===== src/rtl/ps2_keyboard_pkg.sv =====
`default_nettype none
// ============================================================================
// Module   : ps2_keyboard_pkg
// Purpose  : Shared constants, types and helpers for the PS/2 keyboard path.
// Revision : 1.0  initial release
// ============================================================================
package ps2_keyboard_pkg;

  // Device-to-host frame: start, 8 data bits, odd parity, stop.
  localparam int PS2_FRAME_BITS = 11;
  localparam int SCAN_CODE_W    = 8;

  // Bit index of the stop bit within a frame (counter value on the 11th strobe).
  localparam logic [3:0] PS2_STOP_IDX = 4'(PS2_FRAME_BITS - 1);

  // Scan-code prefixes consumed by the downstream decoder.
  localparam logic [SCAN_CODE_W-1:0] PS2_BREAK_PREFIX = 8'hF0;
  localparam logic [SCAN_CODE_W-1:0] PS2_EXT_PREFIX   = 8'hE0;

  typedef logic [SCAN_CODE_W-1:0] scan_code_t;

  // Data bits plus parity bit must contain an odd number of ones.
  function automatic logic ps2_odd_parity_ok(input logic [SCAN_CODE_W:0] bits);
    return ^bits;
  endfunction

endpackage
`default_nettype wire


===== src/rtl/ps2_line_filter.sv =====
`default_nettype none
// ============================================================================
// Module   : ps2_line_filter
// Purpose  : Synchronises an asynchronous PS/2 line, rejects pulses shorter
//            than FILTER_LEN clocks and strobes on each filtered 1->0 edge.
// Revision : 1.0  initial release
// ============================================================================
module ps2_line_filter
  import ps2_keyboard_pkg::*;
#(
  parameter int FILTER_LEN = 8
) (
  input  logic clk_i,
  input  logic rst_ni,
  input  logic line_i,
  output logic fall_o
);

  logic [1:0]            sync_q;
  logic [FILTER_LEN-1:0] hist_q;
  logic                  level_q;
  logic                  level_d;

  // Two-flop synchroniser; the idle PS/2 line is high, so reset to 1.
  always_ff @(posedge clk_i or negedge rst_ni) begin
    if (!rst_ni) begin
      sync_q <= 2'b11;
    end else begin
      sync_q <= {sync_q[0], line_i};
    end
  end

  // History of synchronised samples and the filtered level derived from it.
  always_ff @(posedge clk_i or negedge rst_ni) begin
    if (!rst_ni) begin
      hist_q  <= '1;
      level_q <= 1'b1;
    end else begin
      hist_q  <= {hist_q[FILTER_LEN-2:0], sync_q[1]};
      level_q <= level_d;
    end
  end

  // Level changes only once the whole history agrees; otherwise it holds.
  always_comb begin
    level_d = level_q;
    if (~|hist_q) begin
      level_d = 1'b0;
    end else if (&hist_q) begin
      level_d = 1'b1;
    end
  end

  // One-cycle strobe in the cycle the filtered level is about to drop.
  assign fall_o = level_q & ~level_d;

endmodule
`default_nettype wire


===== src/rtl/ps2_keyboard.sv =====
`default_nettype none
// ============================================================================
// Module   : ps2_keyboard
// Purpose  : PS/2 keyboard receiver. Deserialises device-to-host frames into
//            scan codes held behind a sticky ready flag cleared by read.
// Revision : 1.0  initial release
// ============================================================================
module ps2_keyboard
  import ps2_keyboard_pkg::*;
#(
  parameter int FILTER_LEN     = 8,
  parameter int TIMEOUT_CYCLES = 100000
) (
  input  logic                   clock50,
  input  logic                   reset,
  input  logic                   keyboard_clk,
  input  logic                   keyboard_data,
  input  logic                   read,
  output logic                   scan_ready,
  output logic [SCAN_CODE_W-1:0] scan_code
);

  localparam int TO_W = $clog2(TIMEOUT_CYCLES + 1);

  logic                 strobe;
  logic [1:0]           dsync_q;
  logic                 data_bit;

  logic [3:0]           bit_cnt_q, bit_cnt_d;
  logic [SCAN_CODE_W:0] shift_q,   shift_d;    // data bits [7:0], parity [8]
  scan_code_t           code_q,    code_d;
  logic                 ready_q,   ready_d;
  logic [TO_W-1:0]      to_cnt_q,  to_cnt_d;

  ps2_line_filter #(
    .FILTER_LEN (FILTER_LEN)
  ) u_clk_filter (
    .clk_i  (clock50),
    .rst_ni (reset),
    .line_i (keyboard_clk),
    .fall_o (strobe)
  );

  // Data line only needs synchronising: it is sampled well after it settles,
  // because the clock path adds the filter delay on top.
  always_ff @(posedge clock50 or negedge reset) begin
    if (!reset) begin
      dsync_q <= 2'b11;
    end else begin
      dsync_q <= {dsync_q[0], keyboard_data};
    end
  end

  assign data_bit = dsync_q[1];

  // Frame, output and timeout state registers.
  always_ff @(posedge clock50 or negedge reset) begin
    if (!reset) begin
      bit_cnt_q <= '0;
      shift_q   <= '0;
      code_q    <= '0;
      ready_q   <= 1'b0;
      to_cnt_q  <= '0;
    end else begin
      bit_cnt_q <= bit_cnt_d;
      shift_q   <= shift_d;
      code_q    <= code_d;
      ready_q   <= ready_d;
      to_cnt_q  <= to_cnt_d;
    end
  end

  // Deserialiser, completion check, read handshake and idle timeout.
  always_comb begin
    bit_cnt_d = bit_cnt_q;
    shift_d   = shift_q;
    code_d    = code_q;
    ready_d   = ready_q;
    to_cnt_d  = to_cnt_q;

    // Acknowledge first so that a completing frame below takes priority.
    if (read) begin
      ready_d = 1'b0;
    end

    if (strobe) begin
      to_cnt_d = '0;
      if (bit_cnt_q == 4'd0) begin
        // A high start bit means we are out of step; stay put and resync.
        if (!data_bit) begin
          bit_cnt_d = 4'd1;
        end
      end else if (bit_cnt_q == PS2_STOP_IDX) begin
        bit_cnt_d = 4'd0;
        if (data_bit && ps2_odd_parity_ok(shift_q)) begin
          code_d  = shift_q[SCAN_CODE_W-1:0];
          ready_d = 1'b1;
        end
      end else begin
        // LSB arrives first, so shift in from the top.
        shift_d   = {data_bit, shift_q[SCAN_CODE_W:1]};
        bit_cnt_d = bit_cnt_q + 4'd1;
      end
    end else if (bit_cnt_q != 4'd0) begin
      if (to_cnt_q == TO_W'(TIMEOUT_CYCLES - 1)) begin
        bit_cnt_d = 4'd0;
        shift_d   = '0;
        to_cnt_d  = '0;
      end else begin
        to_cnt_d = to_cnt_q + TO_W'(1);
      end
    end
  end

  assign scan_ready = ready_q;
  assign scan_code  = code_q;

endmodule
`default_nettype wire


===== config.mk =====
export PLATFORM = sky130hd
export DESIGN_NAME = ps2_keyboard
export DESIGN_NICKNAME = d
export VERILOG_FILES = /design/src/rtl/ps2_keyboard_pkg.sv /design/src/rtl/ps2_line_filter.sv /design/src/rtl/ps2_keyboard.sv
export SDC_FILE = /design/constraint.sdc
export NUM_CORES = 1
export LEC_CHECK = 0
export BUFFER_PORTS_ARGS = -buffer_cell sky130_fd_sc_hd__buf_2
export CAP_MARGIN = 20
export CORE_MARGIN = 2
export CORE_UTILIZATION = 47
export CTS_BUF_LIST = sky130_fd_sc_hd__clkbuf_8
export CTS_CLUSTER_DIAMETER = 50
export DETAILED_ROUTE_END_ITERATION = 12
export PLACE_DENSITY = 0.64
export SETUP_SLACK_MARGIN = 0.5
export SYNTH_ARGS = -nofsm -noshare
export SYNTH_HDL_FRONTEND = slang
export SYNTH_SLANG_ARGS = --single-unit
export TNS_END_PERCENT = 20

===== constraint.sdc =====
create_clock -name clock50 -period 3.8 [get_ports clock50]
set_input_delay 0.57 -clock clock50 [delete_from_list [all_inputs] [get_ports clock50]]
set_output_delay 0.57 -clock clock50 [all_outputs]
set_load 0.02 [all_outputs]

## After elaboration in Yosys (flattened, before gate mapping)

Index checks and enable logic that the tools add are counted.

- Input port bits: 5
- Output and inout port bits: 9
- Register bits: 52

- Add/sub/neg operators: 2
- Reductions and logical operators: 11
- Bitwise operators: 3
- Muxes and demuxes: 21
- Equal/unequal tests: 5

Operators by type and width:

| operator | count |
|---|---|
| 2-to-1 mux 17 bit | 3 |
| 2-to-1 mux 9 bit | 5 |
| 2-to-1 mux 4 bit | 6 |
| adder 17 x 1 -> 17 bit, second input constant | 1 |
| == test 17 bit, second input constant | 1 |
| XOR reduction 9 bit | 1 |
| AND reduction 4 bit | 2 |
| AND reduction 8 bit | 1 |
| OR reduction 8 bit | 1 |
| 2-to-1 mux 1 bit | 7 |
| adder 4 x 1 -> 4 bit, second input constant | 1 |
| == test 4 bit, second input constant | 1 |
| logical NOT 4 bit | 1 |
| != test 2 bit, second input constant | 2 |
| nonzero test 2 bit | 2 |
| nonzero test 4 bit | 1 |
| != test 3 bit, second input constant | 1 |
| AND reduction 3 bit | 1 |
| inverter 1 bit | 2 |
| bitwise AND 1 bit | 1 |
| logical AND 1 bit | 1 |

## Depth between registers and ports, before layout

- Depth after elaboration: 7
- Gate-level depth with buffers: 9
- Depth with buffers taken out: 7

## By module

A second synthesis with hierarchy kept.

- Cells, all modules: 225
- Area, all modules: 2474.9 um^2

Modules (own cells, without submodules):

| module | cells an instance | area an instance (um^2) | instances |
|---|---|---|---|
| ps2_keyboard | 207 | 2129.5 | 1 |
| ps2_line_filter | 18 | 345.3 | 1 |

## Worst setup path before layout

No wires, ideal clock.

- Path kind: reg2reg
- From: register bit_cnt_q[0]
- To: register to_cnt_q[16]
- Setup time: 0.125 ns
- Stages on the path, launching flop included: 9
- Arrival: 2.035 ns
- Data required time: 3.675 ns
- Path buffers: 1
- Path slack: 1.640 ns
- Path through: dfrtp_1 inv_1 ha_1 or3b_2 clkbuf_1 a31oi_2 nor2_1 nand3_1 mux2_2

- Cells in the longest elaborated chain, start to end: 2

Ends and longest elaborated chain:

| element | line | RTL |
|---|---|---|
| from (decl) | ps2_keyboard.sv:29 | `logic [3:0] bit_cnt_q, bit_cnt_d;` |
| from (signal assigned) | ps2_keyboard.sv:65 | `bit_cnt_q <= bit_cnt_d;` |
| nonzero test 4 bit | ps2_keyboard.sv:104 | `end else if (bit_cnt_q != 4'd0) begin` |
| nonzero test 2 bit (no line) | -- |  |
| to (signal assigned) | ps2_keyboard.sv:69 | `to_cnt_q <= to_cnt_d;` |
| to (decl) | ps2_keyboard.sv:33 | `logic [TO_W-1:0] to_cnt_q, to_cnt_d;` |

Every way passes these cells.
A chain may end at the register's enable or synchronous reset.

## Final worst setup path

- From: register u_clk_filter.hist_q[1]
- To: register code_q[5] (netlist: scan_code[5])

- Cells in the longest elaborated chain, start to end: 6

Ends and longest elaborated chain:

| element | line | RTL |
|---|---|---|
| from (decl) | ps2_line_filter.sv:20 | `logic [FILTER_LEN-1:0] hist_q;` |
| from (signal assigned) | ps2_line_filter.sv:39 | `hist_q <= {hist_q[FILTER_LEN-2:0], sync_q[1]};` |
| AND reduction 8 bit | ps2_line_filter.sv:49 | `end else if (&hist_q) begin` |
| 2-to-1 mux 1 bit | ps2_line_filter.sv:49 |  |
| 2-to-1 mux 1 bit * | ps2_line_filter.sv:47 | `if (~\|hist_q) begin` |
| inverter 1 bit * | ps2_line_filter.sv:55 | `assign fall_o = level_q & ~level_d;` |
| bitwise AND 1 bit * | ps2_line_filter.sv:55 |  |
| AND reduction 4 bit (no line) * | -- |  |
| to (signal assigned) | ps2_keyboard.sv:67 | `code_q <= code_d;` |
| to (decl) | ps2_keyboard.sv:31 | `scan_code_t code_q, code_d;` |

Every way passes the cells marked *; elsewhere a longest branch is shown, timed or not.

==> results.ini <==
[synthesis]
ys_types=45
async_flop_share_pct=100
ys.flop_type=dfrtp_1
syn-cell-area_sq_mm=0.00245
postSynthNetCount=227
ys_seq_area_share_pct=53.8
syn_inst=218
ys.warnings.count=0
synth_edf_count=0
ys_seq_elements=52
syn-mean-instance-area_sq_um=11.2

[clocking]
h-tree-depth=2
cts_buffer_depth=2
post_cts_buffers=0
cts_inserted_buffers=5
cts.sinks=52
cts_hold_buf=0
cts_resized=0
path_clk_slew_ns=0.10
clock_latency_ns=0.30
cts_tree=done
clock-root-buffer=clkbuf_8

[layout]
syn_to_final_growth_pct=9.36
diodes=0
final_cell_mix=dfrtp_1 (39), nor2_1 (23), xnor2_1 (13), dfstp_2 (13), buf_2 (13)
final_nets=240
postLayoutCellArea_sq_mm=0.00268
final_common_cell=dfrtp_1
drive_above_1_share_pct=22.4
fin_util_pct=52.7
nFillCells=468
layout.cells.non_filler=302

[global_routing]
use_met3_pct=3.32
grt-ovfl-total=0
antenna_found_initial=0
grtUsageMet1_pct=23.8
grt_pass1_wl_microns=7530
grt_pass1_vias=1557
grt-busiest-layer=met1
grt_util_met2_pct=23.8
groute.usage.overall_pct=16.3
grt_start_max_net_pins=38

[floorplan]
die_width_microns=76.2
io_pins=14
dieHeight_microns=76.2
start_util_pct=48.2
die_area_sq_mm=0.00580
coreArea_sq_mm=0.00507
rows=26

[critical_path]
arrival_ns=2.56
path_class=flip-flop to flip-flop
critPathLaunchType=flip-flop
endpoint_kind=flip-flop
max_stage_delay_ns=0.56
path_cells=nor4_2 > and3_1 > nand3_1 > nor2_4 > mux2_2
crit_required_ns=3.99
slowest_stage=and3_1
r2r_slack_ns=1.43
critPathMaxFanout=14

[timing]
clock_skew_ns=0.00959
drv_slew=0
fin_setup_tns_ns=0
finalSetupViolations=0
hold_viol=0
timing.final.ws_setup_ns=1.43
rsz0062_at_grt=no
fmax_mhz=422
max_slew_margin_pct=41.3
timing.hold.ws_ns=0.339
finalCritPeriodShare_pct=62.4
period_minus_slack_ns=2.37
worst_pin_slew_ns=0.878

[placement]
place_ws_ns=1.39
gp_congestion=0.858
dp_hpwl_microns=2920
place_inst=294
io_buffers=13
dpl_cell_area_sq_mm=0.00256

[routing]
num_vias=1620
routed_wl_microns=4330
routedWlPerCell_microns=14.3
antenna_left=0
drc_errors=0
via_per_inst=5.36
drt_iter0_drc=118
firstDrtPassIters=4

[status]
outcome=complete, no violations

[pwr]
power.density_mw_per_mm2=364
cellLeakagePower_nw=1.15
ir_drop_uv=218
finalPower_uw=975

[job]
max_cap_viol_count=0

[min_path]
hold_class=primary input to asynchronous set/reset pin

layout make-up:
| class | instances | area [sq um] | area share (%) |
|---|---|---|---|
| Clock buffer | 5 | 68.8 | 2.57 |
| Clock inverter | 3 | 42.5 | 1.59 |
| Multi-Input combinational cell | 151 | 1060 | 39.5 |
| Timing Repair Buffer | 15 | 80.1 | 2.99 |
| Inverter | 6 | 22.5 | 0.842 |
| Tap cell | 70 | 87.6 | 3.27 |
| Sequential cell | 52 | 1320 | 49.2 |
registers in the layout, summed over array words and instances (netlist names):
| name | flops |
|---|---|
| u_clk_filter.hist_q | 8 |
| shift_q | 9 |
| scan_ready | 1 |
| to_cnt_q | 17 |
| scan_code | 8 |
| dsync_q | 2 |
| u_clk_filter.level_q | 1 |
| bit_cnt_q | 4 |
| u_clk_filter.sync_q | 2 |
worst paths after layout:
check | endpoint | depth (start not counted) | from
setup reg to reg | scan_code[5] | 5 | u_clk_filter.hist_q[1]
max in group asynchronous | u_clk_filter.level_q | 2 | reset
hold reg to reg | dsync_q[1] | 0 | dsync_q[0]
min in group clock50 | dsync_q[1] | 0 | dsync_q[0]
setup / recovery | scan_code[5] | 5 | u_clk_filter.hist_q[1]
hold / removal | to_cnt_q[13] | 1 | reset
metal layers:
metal,vias to the layer above,wire (microns)
li1,808,-
met1,778,2160
met2,29,1920
met3,5,199
met4,0,52
met5,-,0
power by group:
group | internal, mW | switching, mW
registers | 0.568 | 0.00807
logic | 0.00539 | 0.0144
clock network | 0.197 | 0.182
cell usage after synthesis, types with 3 or more instances:
| master | count | share of area (%) |
|---|---|---|
| or3_1 | 3 | 0.77 |
| ha_1 | 4 | 2.0 |
| nand3_1 | 11 | 2.2 |
| xnor2_1 | 13 | 4.7 |
| mux2_2 | 9 | 4.1 |
| a21oi_1 | 8 | 1.6 |
| inv_1 | 6 | 0.92 |
| o2bb2ai_1 | 10 | 3.6 |
| a22oi_1 | 9 | 2.8 |
| nor3_1 | 4 | 0.82 |
| dfrtp_1 | 39 | 40 |
| nor2_1 | 23 | 3.5 |
| a31oi_1 | 4 | 1.0 |
| clkbuf_1 | 6 | 0.92 |
| o21ai_0 | 5 | 1.0 |
| dfstp_2 | 13 | 14 |
| xor2_1 | 3 | 1.1 |
| and3_1 | 3 | 0.77 |
| nand4_1 | 3 | 0.77 |
| nand2_1 | 11 | 1.7 |
logic make-up after synthesis:
logic type	share of synthesized area, %
XOR/XNOR	6.65
AO/OA/AOI/OAI	12.6
buffers and inverters	2.96
adder cells (fa/ha/maj)	2.05
multiplexers	4.14
AND/OR/NAND/NOR	17.7
flip-flops	53.8
critical path: cells and delay by family (launching register included):
kind             cells  cell delay [ns]
and+or+nand+nor      4             1.50
DFF                  1             0.39
muxes                1             0.37
(Power assumes the default switching activity.)
